$ cat config.mk
export PLATFORM = sky130hd
export DESIGN_NAME = pri_encoder_8to3_seq
export DESIGN_NICKNAME = d
export VERILOG_FILES = /design/src/rtl/pri_enc_pkg.sv /design/src/rtl/pri_enc_lsb.sv /design/src/rtl/pri_encoder_8to3_seq.sv
export SDC_FILE = /design/constraint.sdc
export NUM_CORES = 1
export LEC_CHECK = 0
export CAP_MARGIN = 20
export CORE_ASPECT_RATIO = 0.75
export CORE_MARGIN = 2
export CORE_UTILIZATION = 35
export CTS_CLUSTER_SIZE = 12
export DETAILED_ROUTE_END_ITERATION = 16
export PLACE_DENSITY = 0.58
export SLEW_MARGIN = 15
export SYNTH_ARGS = -nofsm -noshare
export SYNTH_HDL_FRONTEND = slang
export SYNTH_SLANG_ARGS = --single-unit
$ cat constraint.sdc
create_clock -name clk -period 2.03 [get_ports clk]
set_input_delay 0.609 -clock clk [delete_from_list [all_inputs] [get_ports clk]]
set_output_delay 0.609 -clock clk [all_outputs]
set_load 0.02 [all_outputs]
$ cat src/rtl/pri_enc_pkg.sv
// Shared definitions for the sequential 8-to-3 priority encoder:
// the FSM state encoding and the default line/index widths.
package pri_enc_pkg;

  localparam int N_DEF = 8;
  localparam int W_DEF = $clog2(N_DEF);

  typedef enum logic [0:0] {
    ST_IDLE = 1'b0,
    ST_EMIT = 1'b1
  } state_e;

endpackage : pri_enc_pkg

$ cat src/rtl/pri_enc_lsb.sv
// Combinational lowest-set-bit finder: index and one-hot mask of the
// lowest set line, plus "any bit set" and "exactly one bit set" flags.
module pri_enc_lsb
  import pri_enc_pkg::*;
#(
  parameter int N = N_DEF,
  parameter int W = $clog2(N)
) (
  input  logic [N-1:0] vec,
  output logic [W-1:0] idx,
  output logic [N-1:0] onehot,
  output logic         any,
  output logic         single
);

  // Two's-complement trick isolates the lowest set bit; a zero vector gives a zero mask.
  assign onehot = vec & (~vec + N'(1));
  assign any    = |vec;
  // Clearing the lowest set bit leaves nothing only when at most one bit was set.
  assign single = any && ((vec & (vec - N'(1))) == '0);

  // Scan from the top down so the lowest set line is the last one written.
  always_comb begin
    idx = '0;
    for (int i = N - 1; i >= 0; i--) begin
      if (vec[i]) begin
        idx = W'(i);
      end else begin
        idx = idx;
      end
    end
  end

endmodule : pri_enc_lsb

$ cat src/rtl/pri_encoder_8to3_seq.sv
// Sequential 8-to-3 encoder: accepts a multi-hot line vector and emits
// the index of each set line, lowest first, one per output handshake.
// An all-zero vector produces a single beat flagged with out_none.
module pri_encoder_8to3_seq
  import pri_enc_pkg::*;
#(
  parameter int N = N_DEF,
  parameter int W = $clog2(N)
) (
  input  logic         clk,
  input  logic         rst_n,
  input  logic         in_valid,
  output logic         in_ready,
  input  logic [N-1:0] in_vec,
  output logic         out_valid,
  input  logic         out_ready,
  output logic [W-1:0] out_idx,
  output logic         out_last,
  output logic         out_none,
  output logic         busy
);

  state_e         state_q;
  logic [N-1:0]   pending_q;
  logic [N-1:0]   pending_d;
  logic           none_q;

  logic [W-1:0]   lsb_idx_s;
  logic [N-1:0]   lsb_onehot_s;
  logic           lsb_any_s;
  logic           lsb_single_s;
  logic           emit_s;
  logic           last_s;

  pri_enc_lsb #(
    .N (N),
    .W (W)
  ) u_lsb (
    .vec    (pending_q),
    .idx    (lsb_idx_s),
    .onehot (lsb_onehot_s),
    .any    (lsb_any_s),
    .single (lsb_single_s)
  );

  // All outputs derive from registered state only, so in_* never reaches out_* combinationally.
  assign emit_s    = (state_q == ST_EMIT);
  assign last_s    = !lsb_any_s || lsb_single_s;
  assign pending_d = pending_q & ~lsb_onehot_s;

  assign in_ready  = !emit_s;
  assign out_valid = emit_s;
  assign out_idx   = emit_s ? lsb_idx_s : '0;
  assign out_last  = emit_s && last_s;
  assign out_none  = emit_s && none_q;
  assign busy      = emit_s;

  // FSM: capture a vector in IDLE, then retire one set line per accepted beat in EMIT.
  always_ff @(posedge clk or negedge rst_n) begin
    if (!rst_n) begin
      state_q   <= ST_IDLE;
      pending_q <= '0;
      none_q    <= 1'b0;
    end else begin
      case (state_q)
        ST_IDLE: begin
          if (in_valid) begin
            pending_q <= in_vec;
            none_q    <= (in_vec == '0);
            state_q   <= ST_EMIT;
          end
        end
        ST_EMIT: begin
          if (out_ready) begin
            if (last_s) begin
              state_q   <= ST_IDLE;
              pending_q <= '0;
              none_q    <= 1'b0;
            end else begin
              pending_q <= pending_d;
            end
          end
        end
        default: begin
          state_q   <= ST_IDLE;
          pending_q <= '0;
          none_q    <= 1'b0;
        end
      endcase
    end
  end

endmodule : pri_encoder_8to3_seq
# Word-level counts from Yosys, hierarchy flattened
# Index checks and enable logic that the tools add are counted.
# totals
wordCells	46
output_inout_bits	8
ff_bits	10
# op_classes
muxes	21
n_addsub	2
reduce_logical	11
n_eq_ne	3
bitwise_logic	6
# ops
operator	count
two-way mux 3 bit	9
AND 8 bit	3
two-way mux 8 bit	3
logical NOT 8 bit	2
NOT 8 bit	2
case mux 8 bit (2 select lines)	1
adder 8 x 1 -> 8 bit (second input constant)	1
OR reduction 8 bit	1
subtractor 8 x 1 -> 8 bit (second input constant)	1
two-way mux 1 bit	6
!= test 2 bit (second input constant)	2
case mux 1 bit (2 select lines)	2
logical AND 1 bit	3
AND reduction 3 bit	1
logical NOT 1 bit	2
!= test 2 x 1 -> 1 bit (second input constant)	1
AND reduction 2 bit	1
logical OR 1 bit	1
NOT 1 bit	1

# Depth between registers and ports, before layout
# Gate-level depths: netlist of run 1.
# logic_depth
ltp_word	9
depth_mapped	5
ltp_nobuf	4

# By module
# Synthesis of run 1 repeated with hierarchy kept, for this count alone.
# hier_totals
cells_unflattened	83
hier_area_um2	721.9
# by_module_without_submodules
module	n_inst	seq_area_each_um2	cells_each	area_per_inst_um2
pri_encoder_8to3_seq	1	250.2	47	506.7
pri_enc_lsb	1	0.0	36	215.2

# Least setup slack after synthesis of run 1
# OpenSTA, ideal clock, no wires.
# synth_path
path_type	register to output
startpoint	reg pending_q[4]
endpoint	out out_last
arrival_ns	1.578
path_buffers	1
stages_incl_launch_ff	5
setup_slack_ns	-0.157
cell_sequence	dfrtp_1 -> buf_4 -> o41ai_2 -> o311ai_1 -> a211oi_1
# synth_between
elab_chain_cells	6
# synth_rtl
item	line_no	source
start: declaration	pri_encoder_8to3_seq.sv:24	logic [N-1:0] pending_q;
start signal: assignment	pri_encoder_8to3_seq.sv:68	pending_q <= in_vec;
start signal: assignment	pri_encoder_8to3_seq.sv:80	pending_q <= pending_d;
subtractor 8 x 1 -> 8 bit	pri_enc_lsb.sv:20	assign single = any && ((vec & (vec - N'(1))) == '0);
AND 8 bit	pri_enc_lsb.sv:20	
logical NOT 8 bit	pri_enc_lsb.sv:20	
logical AND 1 bit	pri_enc_lsb.sv:20	
logical OR 1 bit (*)	pri_encoder_8to3_seq.sv:48	assign last_s = !lsb_any_s || lsb_single_s;
logical AND 1 bit (*)	pri_encoder_8to3_seq.sv:54	assign out_last = emit_s && last_s;
end: declaration	pri_encoder_8to3_seq.sv:18	output logic out_last,
# Mark *: on every way between the ends. The rest lies on a longest branch, timed or not.

# Worst setup path in the final report of run 1
# layout_path
startpoint	reg pending_q[5]
endpoint	out out_last
# The elaborated chain is that of the path after synthesis.

==> results of run 1 <==
==> repair_timing <==
item / CTS / global route
hold endpoints to repair: 0 / 0
setup buffers: 3 / 4
hold buffers: 0 / 0
resized for setup: 32 / 17
endpoints found under the setup margin: 7 / 7
pin swaps: 4 / 4
==> final cells by class <==
type | count | share of cell area
multi-input combinational | 60 | 0.381
timing repair buffer | 51 | 0.349
sequential | 10 | 0.205
clock buffer | 4 | 0.0289
tap | 24 | 0.0239
inverter | 4 | 0.0120
==> cell families (layout without fill, tap and decap cells) <==
kind of cell           count (synthesis)  in the layout
buffers and inverters                 12             59
and+or+nand+nor                       28             28
muxes                                  5              5
DFF                                   10             10
AOI/OAI and AO/OA                     27             27
==> power breakdown <==
group,internal [uW],switching (uW)
clock,109,81.5
sequential,278,129
combinational,764,704
total,1150,914
==> worst max-delay path, delay by kind of cell, from the launching register on <==
kind                   cells  cell delay [ns]
AOI/OAI and AO/OA          2             0.38
and+or+nand+nor            1             0.12
DFF                        1             0.46
buffers and inverters      3             0.48
==> worst max-delay path by stage <==
stage / cells past startpoint / end / start / slack, ns
after detailed placement: 5 / out_last / pending_q[3] / -0.45
final: 6 / out_last / pending_q[5] / -0.29
after global routing: 6 / out_last / pending_q[5] / -0.35
after global placement: 5 / out_last / pending_q[3] / -0.41
after floorplan: 4 / out_last / pending_q[4] / 0.01
after CTS: 6 / out_last / pending_q[5] / -0.24
==> state kept, by name, summed over array words and instances, names as in the netlist <==
| register | count |
|---|---|
| none_q | 1 |
| busy | 1 |
| pending_q | 8 |
==> per-layer routing <==
metal / share of wire / vias up
met5: 0 / -
met4: 0.036 / 0
met3: 0.063 / 13
met2: 0.48 / 36
met1: 0.42 / 414
li1: - / 398
==> per-stage QoR <==
step           setup slack, ns  setup TNS [ns]
4_1_cts                 -0.237          -0.420
2_1_floorplan           0.0122               0
5_1_grt                 -0.355          -0.733
6_report                -0.289          -0.532
3_5_place_dp            -0.448           -1.19
3_3_place_gp            -0.411           -1.07
==> cells in the final DEF (no fill, tap or decap), drive strengths merged <==
master | netlist | final
a2111oi | 1 | 1
a211oi | 3 | 3
a21o | 1 | 1
a21oi | 6 | 6
a22o | 2 | 2
a31o | 1 | 1
a31oi | 1 | 1
and2 | 1 | 1
buf | 5 | 36
clkbuf | 3 | 4
clkdlybuf4s50 | 0 | 11
dfrtp | 10 | 10
dlygate4sd2 | 0 | 3
dlymetal6s2s | 0 | 1
inv | 4 | 4
mux2i | 5 | 5
nand2 | 8 | 8
nand2b | 2 | 2
nand3 | 1 | 1
nor2 | 6 | 6
nor2b | 1 | 1
nor3 | 4 | 4
nor4 | 5 | 5
o211a | 1 | 1
o211ai | 1 | 1
o21ai | 4 | 4
o21bai | 1 | 1
o22ai | 2 | 2
o311a | 1 | 1
o311ai | 1 | 1
o41ai | 1 | 1
==> impl_results.md, run 1 <==
- Critical Path End Type: primary output
- Leak: 0.000575 uW
- Post-synth EDFFs: 0
- Vias per cell: 5.63
- Worst-Skew Late Latency: 0.28 ns
- Hold path cells: 2
- Antenna violations before repair: 0
- Dpl cells: 142
- Htree depth: 1
- Failing checks: setup timing
- Number of CTS-inserted buffers: 3
- Max Fclk: 431 MHz
- Data arrival, critical path: 1.71 ns
- Mapped Area: ~700 um2
- Power Total: 2070 uW
- Worst IR Drop VDD: 0.000855 V
- Core area: around 1900 um2
- Final Cell Area: 1250 um2
- Post-DR wirelength/cell: 17.9 um
- Die Height: 42.8 um
- Hold Crit Class: reg2reg
- Worst Setup Start Kind: flop
- RSZ-0062 raised after global routing: yes
- First-pass GRT wire length: 4260 um
- Area delta synth->final: 78.5%
- Final wirelength: 2740 um
- Setup Skew: 0.00606 ns
- Post-synth top area cell: dfrtp_1
- Reg2Reg Depth: 7
- Synth Instances: 82
- Root Buffer: clkbuf_4
- Placer congestion estimate: 0.865
- Avg Inst Size Synth: 8.58 um2
- CTS tree: done
- CTS max path bufs: 2
- Main combinational cell family by area after synthesis: compound AO/OA/AOI/OAI gates
- Layout cell share with drive strength beyond 1: 0.488
- Post-synthesis mux area share: 0.0712
- YS warnings: 0
- Power density cells: 1650 nW/um2
- Final hold violations: 0
- Reg clk slew, reported paths: 0.08 ns
- Register Area: approximately 260 um2
- R2R Path End: none_q
- Reg2reg start: pending_q[2]
- Die Wd: 55.8 um
- Worst hold start: none_q
- Iteration-0 DRC Markers: 25
- DRC: 0
- Multi-input gate area: 478 um2
- # IOs: 20
- WHS Endpoint: none_q
- Final hold slack: 0.545 ns
- GRT met1 Usage: 0.304
- Drt pass-1 iters: 4
- Clk sinks: 10
- Fill cells: around 160
- Final period utilization: 1.14
- Full die area: around 2400 um2
- Post-Synth Simple-Gate Area: 0.199
- Hpwl dp: roughly 1900 um
- Grt met2 use: 0.407
- Xor-xnor portion of the synthesized cell area: 0
- Final worst path period need: roughly 2.3 ns
- Met3 usage: 0.0701
- Total gr overflow: 0
- Top post-synthesis cells by area: dfrtp_1 36%, mux2i_1 7.1%, a21oi_1 4.3%
- Compound-Gate Fraction of Synth Area: 0.285
- FF-to-FF setup slack: approximately 0.090 ns
- Most Crowded Layer GR: met2
- CP max stage cell: dfrtp_2
- Vias in the first global route: 847
- Via count: 861
- GRT Total Usage: 0.245
- Netlist cell types: 31
- Non-Filler Instances: 153
- Worst slew margin: 0.659
- Sequential area share after synthesis: 0.356
- Maximum net fanout on the critical path: 5
- Post-route antenna net violation count: 0
- FP Rows: 14
- Initial cell density of the core: 0.362
- Status: finished with violations
- CP max stage delay: 0.46 ns
- Synth top area share: 0.356
- Syn_nets: 94
- Layout net count: approximately 140
- Largest net degree at the start of global routing: 11
- Ys async rst share: 1.00
- # Max-Cap Violations: 0
- Crit path cell chain: buf_4, buf_4, nor2_2, a31oi_2, a211oi_2, buf_4
- # setup viols final: 4
- Antenna diode count: 0
- Layout Utilization: 0.645
- PortBufs: 19
- Main synth FF type: dfrtp_1
- Most frequent cell after synthesis: dfrtp_1
- Critical Path RT: roughly 1.4 ns
- DP Area: roughly 1100 um2
- Critical path class: reg2out
- Max Slew Vio Count: 0
- Adder-cell share of the synthesized area: 0
- Worst slew pin tran: 0.510 ns
- Smallest setup slack after layout: -0.289 ns
- Most frequent cells after synthesis: 10 x dfrtp_1, 8 x nand2_1, 6 x a21oi_1, 6 x nor2_1, 5 x mux2i_1
- Most used cell, CP: buf_4
- Yosys reg bits: 10
(Power assumes the default switching activity.)
==> run 2, diff against run 1 <==
- CTS_BUF_LIST: default -> sky130_fd_sc_hd__clkbuf_8 sky130_fd_sc_hd__clkbuf_16
- REMOVE_ABC_BUFFERS: default -> 1
==> run 2 against run 1 <==
- the flow still finishes with violations (setup timing)
- total power down 2.4%
- clock power up 31%
- clock skew down 0.0042 ns
- design area down 2.8%
- die area unchanged
- first-iteration DRC count up 16%
- sequential share of layout area up 0.49 points
- global-route usage down 4.3 points
- worst hold slack better by 0.0049 ns
- cell count down 3.3%
- maximum frequency up 0.55%
- register-to-register slack about the same
- critical path type unchanged
- critical endpoint unchanged
- largest cell class unchanged
- largest power group unchanged
==> impl_results.md, run 2 (synthesis results as in run 1) <==
- Status: finished with violations
- Failing checks: setup timing
- Final Cell Area: 1220 um2 (-2.8%)
- Htree depth: 1 (unchanged)
- # Max-Cap Violations: 0 (unchanged)
- CP max stage delay: 0.46 ns (about the same)
- Grt met2 use: 0.321 (-0.0857)
- Switching share of total power: 0.426 (-0.0170)
- Setup TNS: -0.329 ns (+0.203 ns)
- Layout Utilization: 0.627 (-0.0180)
- Commonest non-fill, non-tap cell in the layout: buf_4
- Via count: 778 (-9.6%)
- Clk sinks: 10 (unchanged)
- Most flop-heavy register: pending_q
- Drt pass-1 iters: 4 (unchanged)
- Total gr overflow: 0 (unchanged)
- Hold path cells: 2 (unchanged)
- Final worst path period need: 2.31 ns (-0.0126 ns)
- Hpwl dp: 1560 um (-16%)
- Maximum net fanout on the critical path: 5 (unchanged)
- Clock share of power: 0.124 (+0.032)
- Number of CTS-inserted buffers: 3 (unchanged)
- PortBufs: 19 (unchanged)
- Post-route antenna net violation count: 0 (unchanged)
- Root Buffer: clkbuf_8
- First-pass GRT wire length: 3600 um (-16%)
- DP Area: 1040 um2 (-3.0%)
- Worst-Skew Late Latency: 0.24 ns (-0.04 ns)
- Most Crowded Layer GR: met2
- Data arrival, critical path: 1.70 ns (about the same)
- CP max stage cell: dfrtp_2
- CTS max path bufs: 2 (unchanged)
- Commonest cells after routing, fill and taps aside: 27 x buf_4, 11 x clkdlybuf4s50_1, 6 x nand2_1
- Smallest setup slack after layout: -0.276 ns (+0.0126 ns)
- Reg2Reg Depth: 7 (unchanged)
- Post-CTS Hold Fix Bufs: 0 (unchanged)
- Fill cells: 166 (+3.1%)
- CTS tree: done
- WP depth: 4 (-2)
- Met3 usage: 0.0671 (-0.00305)
- P_int: 1160 uW (+0.62%)
- Power density cells: 1650 nW/um2 (+0.45%)
- Leak: 0.000551 uW (-4.2%)
- Placer congestion estimate: 0.920 (+6.3%)
- RSZ-0062 raised after global routing: yes
- Crit-path leading delay family: compound AO/OA/AOI/OAI gates
- Worst Setup Start Kind: flop
- # setup viols final: 3 (-1)
- Iteration-0 DRC Markers: 29 (+16%)
- Full die area: 2390 um2 (unchanged)
- Die Wd: 55.8 um (unchanged)
- Die Height: 42.8 um (unchanged)
- Final period utilization: 1.14 (-0.00620)
- Worst slew margin: 0.704 (+0.0455)
- Max reg flops: 8 (unchanged)
- FF-to-FF setup slack: 0.08 ns (about the same)
- Critical path class: reg2out
- Layout cell share with drive strength beyond 1: 0.444 (-0.0448)
- Critical Path End Type: primary output
- Largest net degree at the start of global routing: 17 (+6)
- Antenna diode count: 0 (unchanged)
- DRC: 0 (unchanged)
- Core area: 1940 um2 (unchanged)
- GRT Total Usage: 0.202 (-0.0427)
- Worst IR Drop VDD: 0.00104 V (+22%)
- Critical Path RT: 1.42 ns (about the same)
- Worst slew pin tran: 0.442 ns (-0.0680 ns)
- Sw Pwr: 859 uW (-6.1%)
- Flop pwr share: 0.198 (about the same)
- Layout net count: 137 (-3.5%)
- Vias per cell: 5.26 (-6.6%)
- Area delta synth->final: 73.5%
- Setup Skew: 0.00185 ns (-0.00422 ns)
- # IOs: 20 (unchanged)
- Hold Crit Class: reg2reg
- Max Slew Vio Count: 0 (unchanged)
- Worst Path Buf+Inv: 1 (-2)
- Post-DR wirelength/cell: 14.7 um (-18%)
- Crit path cell chain: o41ai_4, o311ai_2, a211oi_2, buf_4
- Final wirelength: 2170 um (-21%)
- Reg clk slew, reported paths: 0.05 ns (-0.03 ns)
- Antenna violations before repair: 0 (unchanged)
- Max Fclk: 434 MHz (+0.55%)
- Comb power frac: 0.678 (-0.032)
- FP Rows: 14 (unchanged)
- Vias in the first global route: 792 (-6.5%)
- Final hold violations: 0 (unchanged)
- GRT met1 Usage: 0.257 (-0.0469)
- Initial cell density of the core: 0.362 (unchanged)
run 2: final cells by class:
class,count,area [um2],share of cell area
Timing Repair Buffer,46,380,0.312
Clock buffer,4,55.1,0.0451
Inverter,4,15.0,0.0123
Multi-Input combinational cell,60,483,0.396
Sequential cell,10,256,0.210
Tap cell,24,30.0,0.0246
run 2: worst paths after layout:
check / endpoint / from
hold reg to reg: none_q / none_q
min in group asynchronous: pending_q[0] / rst_n
hold / removal: none_q / none_q
setup reg to reg: busy / pending_q[2]
setup / recovery: out_last / pending_q[2]
max in group asynchronous: pending_q[7] / rst_n
run 2: routing by layer:
metal  wire length (um)  up-vias
li1                   -      387
met1               1010      372
met2               1020       15
met3                 96        4
met4                 35        0
met5                  0        -
run 2: worst register-to-register path, cell delays in order (launching register included):
cell,delay (ns)
dfrtp_2,0.46
o41ai_4,0.38
o311ai_2,0.17
buf_4,0.16
buf_4,0.12
buf_4,0.13
a2111oi_4,0.32
nor2_1,0.09
run 2: metrics by stage:
step,instances,worst slack (ns),hold slack (ns),total power (uW)
global placement,139,-0.405,0.524,1490
CTS,150,-0.194,0.548,1940
global route,148,-0.351,0.567,2150
detailed placement,139,-0.425,0.538,1490
floorplan,74,-0.350,0.313,884
finish,148,-0.276,0.550,2020
run 2: timing repair:
action / in CTS / in global routing
gates resized for setup: 33 / 13
setup endpoints to repair: 8 / 5
pin swaps: 6 / 6
buffers inserted: 7 / 0
cloned: 0 / 0
run 2: power by group through the flow:
stage	sequential [uW]	combinational, uW	clock (uW)
after floorplan	424	460	0
after global placement	362	1130	0
after detailed placement	367	1130	0
after CTS	374	1300	260
after global routing	410	1470	273
final	399	1370	251
==> run 3, diff against run 2 <==
- CORE_UTILIZATION: 35 -> 40
- PLACE_DENSITY: 0.58 -> 0.65
- clock period: 2.03 -> 3 ns (I/O delays scaled with it)
==> run 3 against run 2 <==
- flip-flop and latch count is the same
- worst hold slack lost 0.0078 ns
- the run now ends clean
- sequential power shrank 27%
- non-clock buffer count shrank 25
- die area shrank 11%
- total power shrank 53%
- critical endpoint is now out_idx[0]
- largest cell class unchanged
- design area shrank 24%
- clock skew grew 0.0010 ns
- clock power shrank 46%
- largest power group unchanged
==> impl_results.md, run 3 (synthesis results as in run 1) <==
- Met1 WL: 833 um (-18%)
- Critical Path End Type: primary output
- Power Total: 955 uW (-53%)
- Post-CTS Hold Fix Bufs: 0 (unchanged)
- Placer congestion estimate: 0.763 (-17%)
- Worst Setup Start Kind: flop
- Initial cell density of the core: 0.416 (+0.0540)
- Final wirelength: 1780 um (-18%)
- Layout cell share with drive strength beyond 1: 0.102 (-0.342)
- CP max stage delay: 0.64 ns (+0.18 ns)
- First-pass GRT wire length: 2910 um (-19%)
- Routed wl met3: 86 um (-10%)
- Leak: 0.000393 uW (-29%)
- CTS tree: done
- Maximum net fanout on the critical path: 8 (+3)
- Worst-Skew Late Latency: 0.23 ns (about the same)
- Register Area: 251 um2 (-2.0%)
- PortBufs: 19 (unchanged)
- RSZ-0062 raised after global routing: no
- Worst slew pin tran: 0.473 ns (+0.0307 ns)
- DRC: 0 (unchanged)
- Die Height: 40.3 um (-5.9%)
- DR top layer: met4
- Final hold violations: 0 (unchanged)
- Worst IR Drop VDD: 0.000565 V (-46%)
- FP Rows: 13 (-1)
- Final period utilization: 0.963
- Crit path cell chain: buf_4, a21oi_1, o21bai_1, a211oi_1, clkdlybuf4s50_1
- Area delta synth->final: 32.2%
- Max reg flops: 8 (unchanged)
- Htree depth: 1 (unchanged)
- Setup TNS: 0 ns (+0.329 ns)
- Die Wd: 52.4 um (-6.0%)
- Setup crit start: pending_q[4]
- Commonest cells after routing, fill and taps aside: 18 x clkdlybuf4s50_1, 9 x dfrtp_1, 8 x nand2_1
- Pre-CTS setup slack: 0.124 ns (+0.549 ns)
- Full die area: 2110 um2 (-11%)
- Data arrival, critical path: 1.99 ns (+0.29 ns)
- Fill cells: 163 (-1.8%)
- Antenna violations before repair: 0 (unchanged)
- Iteration-0 DRC Markers: 18 (-38%)
- Status: completed
- Smallest setup slack after layout: 0.111 ns (+0.387 ns)
- Critical Path RT: 2.10 ns (+0.68 ns)
- Reg clk slew, reported paths: 0.04 ns (about the same)
- Reg2Reg Depth: 4 (-3)
- Core area: 1690 um2 (-13%)
- Total gr overflow: 0 (unchanged)
- Critical path class: reg2out
- Antenna diode count: 0 (unchanged)
- Setup Skew: 0.00286 ns (+0.00101 ns)
- Worst slew margin: 0.684 (-0.0205)
- Hpwl dp: 1370 um (-12%)
- Post-route antenna net violation count: 0 (unchanged)
- Largest net degree at the start of global routing: 13 (-4)
- Commonest non-fill, non-tap cell in the layout: clkdlybuf4s50_1
- Final worst path period need: slightly below 3 ns
- CTS max path bufs: 2 (unchanged)
- CP max stage cell: clkdlybuf4s50_1
- Multi-input gate area: 390 um2 (-19%)
- R2R Path End: busy
- Final Cell Area: 930 um2 (-24%)
- Hold Crit Class: reg2reg
- Root Buffer: clkbuf_8
- Via count: 680 (-13%)
- DP Area: 888 um2 (-15%)
- Layout net count: 112 (-18%)
- Hold path cells: 2 (unchanged)
- Power density cells: 1030 nW/um2 (-38%)
- Clk sinks: 10 (unchanged)
- # setup viols final: 0 (-3)
- WHS Endpoint: none_q
- Vias in the first global route: 620 (-22%)
- Number of CTS-inserted buffers: 3 (unchanged)
- GRT Total Usage: 0.203 (+0.00133)
- Reg2reg start: pending_q[2]
- Crit-path leading delay family: buffers and inverters
- Worst hold start: none_q
- # IOs: 20 (unchanged)
- # Max-Cap Violations: 0 (unchanged)
- Drt pass-1 iters: 4 (unchanged)
- Worst Path Buf+Inv: 2 (+1)
- FF-to-FF setup slack: 1.17 ns (+1.09 ns)
- WL met2: 840 um (-18%)
- Max Slew Vio Count: 0 (unchanged)
- Vias per cell: 5.67 (+7.8%)
- Max Fclk: 346 MHz
- Most flop-heavy register: pending_q
- Post-DR wirelength/cell: 14.9 um (+1.3%)
==> run 3: layout make-up <==
type | count | area share
clock buffers | 3 | 0.0444
repair buffers | 21 | 0.219
well taps | 22 | 0.0296
multi-input cells | 60 | 0.420
flip-flops and latches | 10 | 0.271
inverters | 4 | 0.0162
==> run 3: per-stage QoR <==
step | cells | hold slack, ns | util
4_1_cts | 120 | 0.543 | 0.549
2_1_floorplan | 74 | 0.509 | -
3_5_place_dp | 117 | 0.534 | 0.525
6_report | 120 | 0.542 | 0.550
3_3_place_gp | 117 | 0.531 | 0.525
5_1_grt | 120 | 0.584 | 0.550
==> run 3: worst reg2reg max path: cells and delay by family (launching register included) <==
kind             cells  cell delay, ns
AND/OR/NAND/NOR      1            0.09
flip-flops           1            0.48
AO/OA/AOI/OAI        3            1.13
==> run 3: power breakdown <==
part | internal [uW] | switching (uW)
Sequential | 184 | 108
Combinational | 251 | 278
Clock | 87.4 | 47.3
==> run 3: layer usage <==
layer	vias to the layer above	GRT usage
li1	335	-
met1	325	0.264
met2	15	0.309
met3	5	0.0784
met4	0	0.0769
met5	-	0
==> run 3: repair_timing <==
action                                  4_1_cts  5_1_grt
buffers inserted                              0        0
endpoints found under the setup margin        1        1
resized for setup                             1        1
==> run 3: worst max-delay path by stage <==
stage | endpoint | slack (ns) | depth (start not counted)
2_1_floorplan | out_idx[0] | 0.33 | 2
4_1_cts | out_idx[0] | 0.05 | 5
6_report | out_idx[0] | 0.11 | 5
3_3_place_gp | out_last | 0.22 | 4
3_5_place_dp | out_last | 0.12 | 4
5_1_grt | out_idx[0] | 0.02 | 5
